### src/rtl/tlb_cp0_ctrl_if.sv
// Bus between the CP0 TLB controller and its environment.
// Carries the instruction handshake, CP0 access, and the TLB search/read/write ports.
interface tlb_cp0_ctrl_if #(
    parameter int unsigned TLBNUM = 16
);
    localparam int unsigned IW = $clog2(TLBNUM);

    logic          op_valid;
    logic [1:0]    op_type;
    logic          op_ready;
    logic          op_done;

    logic          mtc0_we;
    logic [7:0]    mtc0_addr;
    logic [31:0]   mtc0_wdata;
    logic [7:0]    mfc0_addr;
    logic [31:0]   mfc0_rdata;

    logic [18:0]   s1_vpn2;
    logic          s1_odd_page;
    logic [7:0]    s1_asid;
    logic          s1_found;
    logic [IW-1:0] s1_index;

    logic          we;
    logic [IW-1:0] w_index;
    logic [18:0]   w_vpn2;
    logic [7:0]    w_asid;
    logic          w_g;
    logic [19:0]   w_pfn0;
    logic [19:0]   w_pfn1;
    logic [2:0]    w_c0;
    logic [2:0]    w_c1;
    logic          w_d0;
    logic          w_d1;
    logic          w_v0;
    logic          w_v1;

    logic [IW-1:0] r_index;
    logic [18:0]   r_vpn2;
    logic [7:0]    r_asid;
    logic          r_g;
    logic [19:0]   r_pfn0;
    logic [19:0]   r_pfn1;
    logic [2:0]    r_c0;
    logic [2:0]    r_c1;
    logic          r_d0;
    logic          r_d1;
    logic          r_v0;
    logic          r_v1;

    // Environment side: CPU pipeline plus the TLB array
    modport master (
        output op_valid, op_type, mtc0_we, mtc0_addr, mtc0_wdata, mfc0_addr,
        output s1_found, s1_index,
        output r_vpn2, r_asid, r_g, r_pfn0, r_pfn1, r_c0, r_c1, r_d0, r_d1, r_v0, r_v1,
        input  op_ready, op_done, mfc0_rdata, s1_vpn2, s1_odd_page, s1_asid,
        input  we, w_index, w_vpn2, w_asid, w_g, w_pfn0, w_pfn1, w_c0, w_c1,
        input  w_d0, w_d1, w_v0, w_v1, r_index
    );

    modport slave (
        input  op_valid, op_type, mtc0_we, mtc0_addr, mtc0_wdata, mfc0_addr,
        input  s1_found, s1_index,
        input  r_vpn2, r_asid, r_g, r_pfn0, r_pfn1, r_c0, r_c1, r_d0, r_d1, r_v0, r_v1,
        output op_ready, op_done, mfc0_rdata, s1_vpn2, s1_odd_page, s1_asid,
        output we, w_index, w_vpn2, w_asid, w_g, w_pfn0, w_pfn1, w_c0, w_c1,
        output w_d0, w_d1, w_v0, w_v1, r_index
    );
endinterface

### src/rtl/tlb_cp0_ctrl.sv
// CP0 Index/EntryHi/EntryLo0/EntryLo1 registers and the TLBP/TLBR/TLBWI sequencer.
// Every TLB op takes a fixed IDLE -> op -> DONE -> IDLE path.
module tlb_cp0_ctrl #(
    parameter int unsigned TLBNUM = 16
) (
    input  logic          clk,
    input  logic          reset,
    tlb_cp0_ctrl_if.slave bus
);
    localparam int unsigned IW = $clog2(TLBNUM);

    localparam logic [7:0] ADDR_INDEX = 8'h00;
    localparam logic [7:0] ADDR_LO0   = 8'h10;
    localparam logic [7:0] ADDR_LO1   = 8'h18;
    localparam logic [7:0] ADDR_HI    = 8'h50;

    localparam logic [1:0] OP_TLBP  = 2'b00;
    localparam logic [1:0] OP_TLBR  = 2'b01;
    localparam logic [1:0] OP_TLBWI = 2'b10;

    typedef enum logic [2:0] {
        S_IDLE,
        S_PROBE,
        S_READ,
        S_WRITE,
        S_DONE
    } state_t;

    state_t        state;
    state_t        next_state;

    logic          idx_p;
    logic [IW-1:0] idx;
    logic [18:0]   hi_vpn2;
    logic [7:0]    hi_asid;
    logic [25:0]   lo0;   // {PFN, C, D, V, G}
    logic [25:0]   lo1;

    // Next-state decode
    always_comb begin
        next_state = state;
        case (state)
            S_IDLE: begin
                if (bus.op_valid) begin
                    case (bus.op_type)
                        OP_TLBP:  next_state = S_PROBE;
                        OP_TLBR:  next_state = S_READ;
                        OP_TLBWI: next_state = S_WRITE;
                        default:  next_state = S_DONE;
                    endcase
                end
            end
            S_PROBE, S_READ, S_WRITE: next_state = S_DONE;
            S_DONE:                   next_state = S_IDLE;
            default:                  next_state = S_IDLE;
        endcase
    end

    // State register; status outputs registered from the next state
    always_ff @(posedge clk or posedge reset) begin
        if (reset) begin
            state        <= S_IDLE;
            bus.op_ready <= 1'b1;
            bus.op_done  <= 1'b0;
            bus.we       <= 1'b0;
        end else begin
            state        <= next_state;
            bus.op_ready <= (next_state == S_IDLE);
            bus.op_done  <= (next_state == S_DONE);
            bus.we       <= (next_state == S_WRITE);
        end
    end

    // CP0 register file: mtc0 only while idle, probe/read results at the end of their cycle
    always_ff @(posedge clk or posedge reset) begin
        if (reset) begin
            idx_p   <= 1'b0;
            idx     <= '0;
            hi_vpn2 <= '0;
            hi_asid <= '0;
            lo0     <= '0;
            lo1     <= '0;
        end else begin
            case (state)
                S_IDLE: begin
                    if (bus.mtc0_we) begin
                        case (bus.mtc0_addr)
                            ADDR_INDEX: idx <= bus.mtc0_wdata[IW-1:0];
                            ADDR_LO0:   lo0 <= bus.mtc0_wdata[25:0];
                            ADDR_LO1:   lo1 <= bus.mtc0_wdata[25:0];
                            ADDR_HI: begin
                                hi_vpn2 <= bus.mtc0_wdata[31:13];
                                hi_asid <= bus.mtc0_wdata[7:0];
                            end
                            default: ;
                        endcase
                    end
                end
                S_PROBE: begin
                    idx_p <= ~bus.s1_found;
                    if (bus.s1_found) begin
                        idx <= bus.s1_index;
                    end
                end
                S_READ: begin
                    hi_vpn2 <= bus.r_vpn2;
                    hi_asid <= bus.r_asid;
                    lo0     <= {bus.r_pfn0, bus.r_c0, bus.r_d0, bus.r_v0, bus.r_g};
                    lo1     <= {bus.r_pfn1, bus.r_c1, bus.r_d1, bus.r_v1, bus.r_g};
                end
                default: ;
            endcase
        end
    end

    // Combinational mfc0 read port
    always_comb begin
        bus.mfc0_rdata = 32'h0;
        case (bus.mfc0_addr)
            ADDR_INDEX: bus.mfc0_rdata = {idx_p, {(31 - IW){1'b0}}, idx};
            ADDR_LO0:   bus.mfc0_rdata = {6'b0, lo0};
            ADDR_LO1:   bus.mfc0_rdata = {6'b0, lo1};
            ADDR_HI:    bus.mfc0_rdata = {hi_vpn2, 5'b0, hi_asid};
            default:    bus.mfc0_rdata = 32'h0;
        endcase
    end

    assign bus.s1_vpn2     = hi_vpn2;
    assign bus.s1_asid     = hi_asid;
    assign bus.s1_odd_page = 1'b0;
    assign bus.r_index     = idx;

    assign bus.w_index = idx;
    assign bus.w_vpn2  = hi_vpn2;
    assign bus.w_asid  = hi_asid;
    assign bus.w_g     = lo0[0] & lo1[0];
    assign bus.w_pfn0  = lo0[25:6];
    assign bus.w_c0    = lo0[5:3];
    assign bus.w_d0    = lo0[2];
    assign bus.w_v0    = lo0[1];
    assign bus.w_pfn1  = lo1[25:6];
    assign bus.w_c1    = lo1[5:3];
    assign bus.w_d1    = lo1[2];
    assign bus.w_v1    = lo1[1];
endmodule

### src/flat_wrapper.sv
// flat-port wrapper written by rule: the top's interface ports become plain ports
module tlb_cp0_ctrl_flat 
#(
    parameter int unsigned TLBNUM = 16
)
  (clk, reset, bus_op_valid, bus_op_type, bus_mtc0_we, bus_mtc0_addr, bus_mtc0_wdata, bus_mfc0_addr, bus_s1_found, bus_s1_index, bus_r_vpn2, bus_r_asid, bus_r_g, bus_r_pfn0, bus_r_pfn1, bus_r_c0, bus_r_c1, bus_r_d0, bus_r_d1, bus_r_v0, bus_r_v1, bus_op_ready, bus_op_done, bus_mfc0_rdata, bus_s1_vpn2, bus_s1_odd_page, bus_s1_asid, bus_we, bus_w_index, bus_w_vpn2, bus_w_asid, bus_w_g, bus_w_pfn0, bus_w_pfn1, bus_w_c0, bus_w_c1, bus_w_d0, bus_w_d1, bus_w_v0, bus_w_v1, bus_r_index);
  tlb_cp0_ctrl_if #(.TLBNUM(TLBNUM)) bus_i ();
  input  logic clk;
  input  logic reset;
  input wire logic [$bits(bus_i.op_valid)-1:0] bus_op_valid;
  input wire logic [$bits(bus_i.op_type)-1:0] bus_op_type;
  input wire logic [$bits(bus_i.mtc0_we)-1:0] bus_mtc0_we;
  input wire logic [$bits(bus_i.mtc0_addr)-1:0] bus_mtc0_addr;
  input wire logic [$bits(bus_i.mtc0_wdata)-1:0] bus_mtc0_wdata;
  input wire logic [$bits(bus_i.mfc0_addr)-1:0] bus_mfc0_addr;
  input wire logic [$bits(bus_i.s1_found)-1:0] bus_s1_found;
  input wire logic [$bits(bus_i.s1_index)-1:0] bus_s1_index;
  input wire logic [$bits(bus_i.r_vpn2)-1:0] bus_r_vpn2;
  input wire logic [$bits(bus_i.r_asid)-1:0] bus_r_asid;
  input wire logic [$bits(bus_i.r_g)-1:0] bus_r_g;
  input wire logic [$bits(bus_i.r_pfn0)-1:0] bus_r_pfn0;
  input wire logic [$bits(bus_i.r_pfn1)-1:0] bus_r_pfn1;
  input wire logic [$bits(bus_i.r_c0)-1:0] bus_r_c0;
  input wire logic [$bits(bus_i.r_c1)-1:0] bus_r_c1;
  input wire logic [$bits(bus_i.r_d0)-1:0] bus_r_d0;
  input wire logic [$bits(bus_i.r_d1)-1:0] bus_r_d1;
  input wire logic [$bits(bus_i.r_v0)-1:0] bus_r_v0;
  input wire logic [$bits(bus_i.r_v1)-1:0] bus_r_v1;
  output wire logic [$bits(bus_i.op_ready)-1:0] bus_op_ready;
  output wire logic [$bits(bus_i.op_done)-1:0] bus_op_done;
  output wire logic [$bits(bus_i.mfc0_rdata)-1:0] bus_mfc0_rdata;
  output wire logic [$bits(bus_i.s1_vpn2)-1:0] bus_s1_vpn2;
  output wire logic [$bits(bus_i.s1_odd_page)-1:0] bus_s1_odd_page;
  output wire logic [$bits(bus_i.s1_asid)-1:0] bus_s1_asid;
  output wire logic [$bits(bus_i.we)-1:0] bus_we;
  output wire logic [$bits(bus_i.w_index)-1:0] bus_w_index;
  output wire logic [$bits(bus_i.w_vpn2)-1:0] bus_w_vpn2;
  output wire logic [$bits(bus_i.w_asid)-1:0] bus_w_asid;
  output wire logic [$bits(bus_i.w_g)-1:0] bus_w_g;
  output wire logic [$bits(bus_i.w_pfn0)-1:0] bus_w_pfn0;
  output wire logic [$bits(bus_i.w_pfn1)-1:0] bus_w_pfn1;
  output wire logic [$bits(bus_i.w_c0)-1:0] bus_w_c0;
  output wire logic [$bits(bus_i.w_c1)-1:0] bus_w_c1;
  output wire logic [$bits(bus_i.w_d0)-1:0] bus_w_d0;
  output wire logic [$bits(bus_i.w_d1)-1:0] bus_w_d1;
  output wire logic [$bits(bus_i.w_v0)-1:0] bus_w_v0;
  output wire logic [$bits(bus_i.w_v1)-1:0] bus_w_v1;
  output wire logic [$bits(bus_i.r_index)-1:0] bus_r_index;
  assign bus_i.op_valid = bus_op_valid;
  assign bus_i.op_type = bus_op_type;
  assign bus_i.mtc0_we = bus_mtc0_we;
  assign bus_i.mtc0_addr = bus_mtc0_addr;
  assign bus_i.mtc0_wdata = bus_mtc0_wdata;
  assign bus_i.mfc0_addr = bus_mfc0_addr;
  assign bus_i.s1_found = bus_s1_found;
  assign bus_i.s1_index = bus_s1_index;
  assign bus_i.r_vpn2 = bus_r_vpn2;
  assign bus_i.r_asid = bus_r_asid;
  assign bus_i.r_g = bus_r_g;
  assign bus_i.r_pfn0 = bus_r_pfn0;
  assign bus_i.r_pfn1 = bus_r_pfn1;
  assign bus_i.r_c0 = bus_r_c0;
  assign bus_i.r_c1 = bus_r_c1;
  assign bus_i.r_d0 = bus_r_d0;
  assign bus_i.r_d1 = bus_r_d1;
  assign bus_i.r_v0 = bus_r_v0;
  assign bus_i.r_v1 = bus_r_v1;
  assign bus_op_ready = bus_i.op_ready;
  assign bus_op_done = bus_i.op_done;
  assign bus_mfc0_rdata = bus_i.mfc0_rdata;
  assign bus_s1_vpn2 = bus_i.s1_vpn2;
  assign bus_s1_odd_page = bus_i.s1_odd_page;
  assign bus_s1_asid = bus_i.s1_asid;
  assign bus_we = bus_i.we;
  assign bus_w_index = bus_i.w_index;
  assign bus_w_vpn2 = bus_i.w_vpn2;
  assign bus_w_asid = bus_i.w_asid;
  assign bus_w_g = bus_i.w_g;
  assign bus_w_pfn0 = bus_i.w_pfn0;
  assign bus_w_pfn1 = bus_i.w_pfn1;
  assign bus_w_c0 = bus_i.w_c0;
  assign bus_w_c1 = bus_i.w_c1;
  assign bus_w_d0 = bus_i.w_d0;
  assign bus_w_d1 = bus_i.w_d1;
  assign bus_w_v0 = bus_i.w_v0;
  assign bus_w_v1 = bus_i.w_v1;
  assign bus_r_index = bus_i.r_index;
  tlb_cp0_ctrl #(.TLBNUM(TLBNUM)) u_core (.clk(clk), .reset(reset), .bus(bus_i));
endmodule
### config.mk
export PLATFORM = sky130hd
export DESIGN_NAME = tlb_cp0_ctrl_flat
export DESIGN_NICKNAME = d
export VERILOG_FILES = /design/src/rtl/tlb_cp0_ctrl_if.sv /design/src/rtl/tlb_cp0_ctrl.sv /design/src/flat_wrapper.sv
export SDC_FILE = /design/constraint.sdc
export NUM_CORES = 1
export LEC_CHECK = 0
export BUFFER_PORTS_ARGS = -buffer_cell sky130_fd_sc_hd__buf_2
export CAP_MARGIN = 20
export CORE_MARGIN = 2
export CORE_UTILIZATION = 40
export DETAILED_ROUTE_END_ITERATION = 16
export HOLD_SLACK_MARGIN = 0.1
export PLACE_DENSITY = 0.71
export SETUP_SLACK_MARGIN = 0.15
export SYNTH_ARGS = -nofsm -noshare
export SYNTH_HDL_FRONTEND = slang
export SYNTH_SLANG_ARGS = --single-unit
### constraint.sdc
create_clock -name clk -period 9.1 [get_ports clk]
set_clock_uncertainty 0.2 [all_clocks]
set_input_delay 1.82 -clock clk [delete_from_list [all_inputs] [get_ports clk]]
set_output_delay 1.82 -clock clk [all_outputs]
set_load 0.01 [all_outputs]
# Word level (Yosys, flattened, before mapping)
# Index checks and enable logic that the tools add are counted.
# Widths: inputs -> output; s select.
op_classes:
  eq_ne: 19
  bitwise_logic: 2
  n_reduce_logical: 12
  muxes: 20
ops:
  columns: ["operator", "count"]
  rows:
  - ["$pmux 32 s4", 1]
  - ["$mux 26", 4]
  - ["$pmux 26 s2", 2]
  - ["$mux 19", 2]
  - ["$pmux 19 s2", 1]
  - ["$eq 8x5->1 const B", 4]
  - ["$eq 8x7->1 const B", 2]
  - ["$logic_not 8->1", 2]
  - ["$mux 8", 2]
  - ["$pmux 8 s2", 1]
  - ["$mux 4", 3]
  - ["$ne 2x2->1 const B", 5]
  - ["$eq 3x2->1 const B", 3]
  - ["$pmux 3 s3", 1]
  - ["$reduce_and 3->1", 3]
  - ["$pmux 4 s2", 1]
  - ["$logic_not 3->1", 2]
  - ["$pmux 3 s2", 1]
  - ["$reduce_and 4->1", 1]
  - ["$reduce_bool 2->1", 2]
  - ["$eq 3x1->1 const B", 1]
  - ["$eq 3x3->1 const B", 1]
  - ["$mux 3", 1]
  - ["$reduce_or 3->1", 1]
  - ["other kinds (6)", 6]
word_totals:
  in_bits: 137
  register_bits: 90
  output_inout_bits: 149
  word_cells: 63

# Logic depth before layout (Yosys ltp)
# Gate-level depths: netlist of the first run.
logic_depth:
  depth_word: 5
  ltp_mapped: 7
  mapped_depth_nobuf: 6

# Worst setup path before layout of the first run
# Ideal clock, no wire load.
synth_timing:
  kind: "input to output"
  from: "in bus_mfc0_addr[5]"
  to: "out bus_mfc0_rdata[13]"
  slack_ns: 3.972
  path_buffers: 1
  stages: 5
  arrival_ns: 3.108
  t_required_ns: 7.080
  path_cell_list: "or3b_2 nor4b_4 buf_4 a22oi_1 nand2_1"
synth_between:
  elab_chain_len: 2
  word_cells_on_any_way: 5
  cone_classes: "3 x eq/ne; 1 x mux; 1 x reduce/logical"
synth_rtl:
  columns: ["item", "line", "source"]
  rows:
  - ["start, declared", "flat_wrapper.sv:15", "input wire logic [$bits(bus_i.mfc0_addr)-1:0] bus_mfc0_addr;"]
  - ["$eq 8x7->1 (tied with other cells)", "tlb_cp0_ctrl.sv:119", "case (bus.mfc0_addr)"]
  - ["$pmux 32 s4 *", "tlb_cp0_ctrl.sv:119", null]
  - ["end, declared", "flat_wrapper.sv:31", "output wire logic [$bits(bus_i.mfc0_rdata)-1:0] bus_mfc0_rdata;"]
# Mark *: on every way between the ends. The rest lies on a longest branch, timed or not.

# Final worst setup path of the first run
layout_timing:
  from: "in bus_mfc0_addr[5]"
  to: "out bus_mfc0_rdata[20]"
# The elaborated chain is that of the path after synthesis.

==> metrics.md, run 1 <==
| Metric | Value |
|---|---|
| Peak supply drop | `118 uV` |
| Slew margin rel. | `0.326` |
| Mapped Avg Cell Area | `9.31 um^2` |
| Critical Path AT | `3.97 ns` |
| Root Driver | `clkbuf_16` |
| Number of global-route vias before repair | `5,232` |
| Fin. max-slew vios | `0` |
| DRC viols | `0` |
| Diodes inserted | `0` |
| Core outline area | `14,000 um^2` |
| Slack of the worst reg-to-reg path | `5.95 ns` |
| Nets@finish | `938` |
| Top post-synthesis cells by count | `dfrtp_1, buf_4, a2bb2oi_1, nand2b_1, o31ai_1` |
| Yosys reg bits | `90` |
| Hold_sp | `u_core.idx_p$_DFFE_PP0N_` |
| Final period util | `0.658` |
| Final HPWL DP | `13,100 um` |
| Initial antenna violation count | `0` |
| Worst reg2reg path startpoint | `u_core.state[1]$_DFF_PP0_` |
| Reg2reg path depth | `4` |
| Total power | `2030 uW` |
| Hold_buf cts | `0` |
| Total gr overflow | `0` |
| Leakage | `0.00330 uW` |
| Metal-1 WL | `8090 um` |
| Critical Path Start Type | `primary input` |
| Worst slew pin tran | `1.01 ns` |
| Status | `complete, no violations` |
| Reg-to-Reg End | `u_core.bus.s1_vpn2[15]$_DFFE_PP0P_` |
| DR iter-0 viols | `362` |
| WS Path Type | `in -> out` |
| Min Tclk post-route | `5.99 ns` |
| RSZ-0062 raised after global routing | `false` |
| Site Rows | `43` |
| Async SR Flop Fraction | `1.00` |
| Post-route insts no fill | `982` |
| Power Dens Cells | `290 nW/um^2` |
| Critical Path Sink | `bus_mfc0_rdata[20]` |
| Fraction of layout cells with a size suffix above 1 | `0.410` |
| TritonCTS Buffers | `9` |
| Yosys top cell area share | `0.385` |
| Worst EP required | `7.08 ns` |
| Routed length per instance | `19.5 um` |
| Antenna Nets Post-Route | `0` |
| Worst Setup SP | `bus_mfc0_addr[5]` |
| Die width | `124 um` |
| Final hold vios | `0` |
| Drt total wl | `19,200 um` |
| Top routing layer used | `met4` |
| Top Ports | `286` |
| Worst skew pair latency | `0.34 ns` |
| P&R area growth vs syn | `21.2%` |
| CP Max Fanout | `15` |
| Crit path capture type | `output port` |
| Reg clk slew, reported paths | `0.06 ns` |
| Pin count of the biggest net entering global routing | `70` |
| Synth area leader | `dfrtp_1` |
| Total vias in the final route | `5,515` |
| Cells after synthesis | `621` |
| WL met3 | `1500 um` |
| First-pass GRT wire length | `29,600 um` |
| Post-CTS Resized | `0` |
| Final Setup Violations | `0` |
| Register area share after synthesis | `0.390` |
| Warnings, synthesis | `0` |
| Netlist cell types | `46` |
| Max Clock Freq | `167 MHz` |
| Setup Buffers After CTS | `0` |
| Mapped Area | `5780 um^2` |
| CTS tree | `built` |
| Port Buf Inserts | `284` |
| Met2 routed WL | `9120 um` |
| Pre-Repair DR Iteration Count | `5` |
| Hold/Removal Path Class | `reg -> reg` |
| Die area | `15,400 um^2` |
| Cell with the most instances after synthesis | `dfrtp_1` |
| Post-layout util | `0.501` |
| Setup TNS | `0 ns` |
| Placer congestion estimate | `0.842` |
| # clock sinks | `90` |
| DP Cell Count | `967` |
| Total GRT Usage | `0.240` |
| Main flop type after synthesis | `dfrtp_1` |
| Die H | `124 um` |
| Synthesized Nets | `761` |
| Maximum root-to-sink buffer count | `2` |
| Synth top area cells | `dfrtp_1, buf_4, a2bb2oi_1` |
| Vias per cell | `5.62` |
| Post-synth EDFFs | `0` |
| Initial Util | `0.413` |
| H-Tree Depth | `3` |
| MaxCap Viol Count | `0` |
[through the flow]
stage	hold slack (ns)	setup WS (ns)	instance area, um^2
after global placement	0.341	3.11	6700
after detailed placement	0.358	3.10	6700
after global routing	0.390	2.98	7000
after CTS	0.367	3.10	7000
after floorplan	0.300	3.97	5780
final	0.373	3.11	7000
[layout make-up]
type                       instances  area, um^2
clock buffer                      13         270
inverter                           4        17.5
multi-input combinational        403        2730
sequential                        90        2260
tap                              180         225
clock inverter                     2        35.0
timing repair buffer             290        1470
fill                            1377        6980
[registers in the layout, summed over array words and instances, names as in the netlist]
name	count
u_core.bus.op_done	1
u_core.idx_p	1
u_core.bus.r_index	4
u_core.bus.s1_asid	8
u_core.bus.op_ready	1
u_core.state	3
u_core.bus.s1_vpn2	19
u_core.lo0	26
u_core.lo1	26
u_core.bus.we	1
[power breakdown]
part	switching, uW	total, uW	internal [uW]
combinational	412	820	408
sequential	230	823	594
clock	154	388	234
[routing by layer]
layer  global-route usage  vias to the layer above
li1                     -                     2554
met1                0.312                     2638
met2                0.398                      292
met3               0.0422                       31
met4               0.0919                        0
met5                    0                        -
[cell families after synthesis]
| group | after synthesis | share of synthesized area |
|---|---|---|
| muxes | 2 | 0.00346 |
| DFF | 90 | 0.390 |
| other | 1 | 0.000649 |
| AOI/OAI and AO/OA | 236 | 0.300 |
| buffers and inverters | 128 | 0.140 |
| adders and majority gates | 3 | 0.00649 |
| and+or+nand+nor | 161 | 0.160 |
[cells in the final DEF, fill, tap and decap left out, types with 2 or more instances in the layout]
master and n:
o221a_2 2, and4bb_2 2, ha_1 3, nand3b_2 2
a21oi_1 32, o21ai_0 5, or2_2 3, mux2i_1 2
dfrtp_1 88, a22o_1 5, or3b_2 2, nand3b_1 2
and3_1 3, o31ai_1 50, nor2_1 34, clkbuf_16 9
a21oi_4 2, a2bb2oi_1 50, inv_1 3, clkbuf_8 3
o22ai_1 32, buf_4 6, o21a_1 29, nor3_1 2
buf_2 284, nor4b_4 2, nand2b_1 50, a22oi_1 25
and2_1 10, nand2_1 39
[worst min-delay path by stage]
stage,cells after the start,end
after floorplan,1,u_core.bus.op_done$_DFF_PP0_
after global placement,2,u_core.idx_p$_DFFE_PP0N_
after detailed placement,1,u_core.lo1[16]$_DFFE_PP0P_
after CTS,2,u_core.idx_p$_DFFE_PP0N_
after global routing,1,u_core.lo1[16]$_DFFE_PP0P_
final,2,u_core.idx_p$_DFFE_PP0N_
[worst max-delay path, stage by stage]
cell and delay, ns:
buf_2 0.10, or3b_2 0.52, nor4b_4 0.80, buf_4 0.38, a22oi_1 0.12, nand2_1 0.09
buf_2 0.12
Power figures use the tool's default switching activity.
==> run 2: changes to the inputs <==
- ABC_AREA: not set -> 1
- clock period: 9.1 -> 5.65 ns (I/O delays scaled with it)
==> metrics.md, run 2 <==
| Metric | Value |
|---|---|
| Synth area leader | `dfrtp_1` |
| Final HPWL DP | `13,900 um` |
| Critical Path Start Type | `primary input` |
| Setup Buffers After CTS | `0` |
| Netlist cell types | `30` |
| TritonCTS Buffers | `9` |
| Max Clock Freq | `232 MHz` |
| Int Pwr | `1860 uW` |
| Port Buf Inserts | `284` |
| Number of global-route vias before repair | `5,830` |
| Vias per cell | `5.04` |
| Fin. max-slew vios | `0` |
| Final Setup Violations | `0` |
| Slew margin rel. | `0.402` |
| Dpl cell area | `6890 um^2` |
| Synth top area cells | `dfrtp_1, nand2_1, nand3_1` |
| Fillers | `1,519` |
| Post-synth EDFFs | `0` |
| Top post-synthesis cells by count | `nand2_1, nand3_1, dfrtp_1` |
| Post-CTS Resized | `0` |
| Drt total wl | `19,900 um` |
| RSZ-0062 raised after global routing | `false` |
| Placer congestion estimate | `0.895` |
| Leakage | `0.00437 uW` |
| Pin count of the biggest net entering global routing | `81` |
| Total GRT Usage | `0.248` |
| Peak supply drop | `338 uV` |
| Reg2reg path depth | `7` |
| Post-route cell area | `7150 um^2` |
| Routed length per instance | `15.9 um` |
| Main flop type after synthesis | `dfrtp_1` |
| Sw frac | `0.495` |
| Part of the power in combinational logic | `0.502` |
| Worst Setup SP | `bus_mfc0_addr[1]` |
| Hold_buf cts | `0` |
| Sequential share of power | `0.349` |
| Total vias in the final route | `6,322` |
| Fraction of layout cells with a size suffix above 1 | `0.303` |
| Maximum root-to-sink buffer count | `2` |
| Mapped Avg Cell Area | `6.78 um^2` |
| Power Dens Cells | `514 nW/um^2` |
| Die width | `127 um` |
| Hold path cells | `2` |
| Warnings, synthesis | `0` |
| Critical Path AT | `2.98 ns` |
| Cells after synthesis | `889` |
| P&R area growth vs syn | `18.5%` |
| Final hold slack | `0.292 ns` |
| Hold_sp | `u_core.lo0[5]$_DFFE_PP0P_` |
| Die H | `127 um` |
| Mapped Area | `6030 um^2` |
| Worst slew pin tran | `0.894 ns` |
| Initial Util | `0.412` |
| Post-layout util | `0.488` |
| Yosys reg bits | `90` |
| CP Max Fanout | `18` |
| Area of the multi-input gates | `2780 um^2` |
| Synthesized Nets | `1,029` |
| Hold/Removal Path Class | `reg -> reg` |
| Initial antenna violation count | `0` |
| # clock sinks | `90` |
| Min-Delay Endpoint | `u_core.lo0[5]$_DFFE_PP0P_` |
| Site Rows | `44` |
| Reg-to-Reg End | `u_core.lo1[1]$_DFFE_PP0P_` |
| Die area | `16,100 um^2` |
| Worst EP required | `4.32 ns` |
| Top Ports | `286` |
| DRC viols | `0` |
| Root Driver | `clkbuf_16` |
| CTS tree | `built` |
| MaxCap Viol Count | `0` |
| Worst reg2reg path startpoint | `u_core.state[2]$_DFF_PP0_` |
| Total gr overflow | `0` |
| Crit path capture type | `output port` |
| Commonest non-fill, non-tap cell in the layout | `nand2_1` |
| Cell with the most instances after synthesis | `nand2_1` |
| FF/Latch Area | `2250 um^2` |
| Core outline area | `14,600 um^2` |
| Async SR Flop Fraction | `1.00` |
| P_sw | `1820 uW` |
| Most frequent cells in the layout | `nand2_1, buf_2, nand3_1, dfrtp_1, inv_1` |
| First-pass GRT wire length | `31,300 um` |
| Clock power share | `0.148` |
| Antenna Nets Post-Route | `0` |
| Reg clk slew, reported paths | `0.06 ns` |
| Status | `complete, no violations` |
| Worst skew pair latency | `0.33 ns` |
| DR iter-0 viols | `482` |
| Register area share after synthesis | `0.374` |
| Diodes inserted | `0` |
| Pre-Repair DR Iteration Count | `5` |
| Min Tclk post-route | `4.31 ns` |
| Final period util | `0.762` |
| Yosys top cell area share | `0.369` |
| Nets@finish | `1,208` |
| Slack of the worst reg-to-reg path | `2.15 ns` |
| WS Path Type | `in -> out` |
| Final hold vios | `0` |
| H-Tree Depth | `3` |
| Setup TNS | `0 ns` |
run 2: changes by cell type in the layout (fill, tap and decap cells not counted), moves of 29 or more:
cell	delta
nand2b_1	-50
a2bb2oi_1	-50
nand3_1	+192
o31ai_1	-50
o22ai_1	-32
inv_1	+32
a21oi_1	-32
o21a_1	-29
nand2_1	+354
run 2: how the worst max path moves through the flow:
stage | endpoint | slack (ns)
after global routing | bus_mfc0_rdata[21] | 1.14
after CTS | bus_mfc0_rdata[21] | 1.33
after floorplan | u_core.bus.op_done$_DFF_PP0_ | 1.99
final | bus_mfc0_rdata[21] | 1.34
after global placement | bus_mfc0_rdata[19] | 1.43
after detailed placement | bus_mfc0_rdata[21] | 1.34
run 2: metal layers:
metal / vias up / wire, um / GRT usage
met4: 0 / 327 / 0.0782
li1: 3094 / - / -
met5: - / 0 / 0
met1: 2923 / 8350 / 0.312
met3: 27 / 1150 / 0.0346
met2: 278 / 10100 / 0.442
run 2: power groups by stage:
stage | Sequential (uW) | Clock [uW] | Combinational (uW)
2_1_floorplan | 1220 | 0 | 1530
3_3_place_gp | 1280 | 0 | 1820
3_5_place_dp | 1290 | 0 | 1860
4_1_cts | 1280 | 560 | 1870
5_1_grt | 1330 | 588 | 2060
6_report | 1280 | 545 | 1850
run 2: critical path, stage by stage:
cell and delay, ns:
buf_2 0.09, inv_1 0.05, nand3_1 0.09, nor2_1 0.09, nand2_1 0.24, clkinv_1 0.74
nand2_1 0.26, nand3_1 0.10, buf_2 0.15
run 2: final cells by class:
cell class / instances / share of cell area
repair buffers: 290 / 0.205
inverters: 41 / 0.0224
well taps: 184 / 0.0322
flip-flops and latches: 90 / 0.315
multi-input cells: 636 / 0.388
clock buffers: 11 / 0.0340
clock inverters: 3 / 0.00245
run 2: cell families (layout without fill, tap and decap cells):
group                    after synthesis  after routing  share of synthesized area
other                                  1              1                   0.000622
buffers and inverters                163            345                      0.166
adder cells (fa/ha/maj)                3              3                    0.00622
AO/OA/AOI/OAI                          7              7                    0.00788
AND/OR/NAND/NOR                      625            625                      0.445
flip-flops                            90             90                      0.374
run 2: through the flow:
stage / power (uW) / setup WS, ns / cells
2_1_floorplan: 2760 / 1.99 / 889
4_1_cts: 3710 / 1.33 / 1255
3_5_place_dp: 3150 / 1.34 / 1241
5_1_grt: 3980 / 1.14 / 1255
6_report: 3680 / 1.34 / 1255
3_3_place_gp: 3110 / 1.43 / 1241
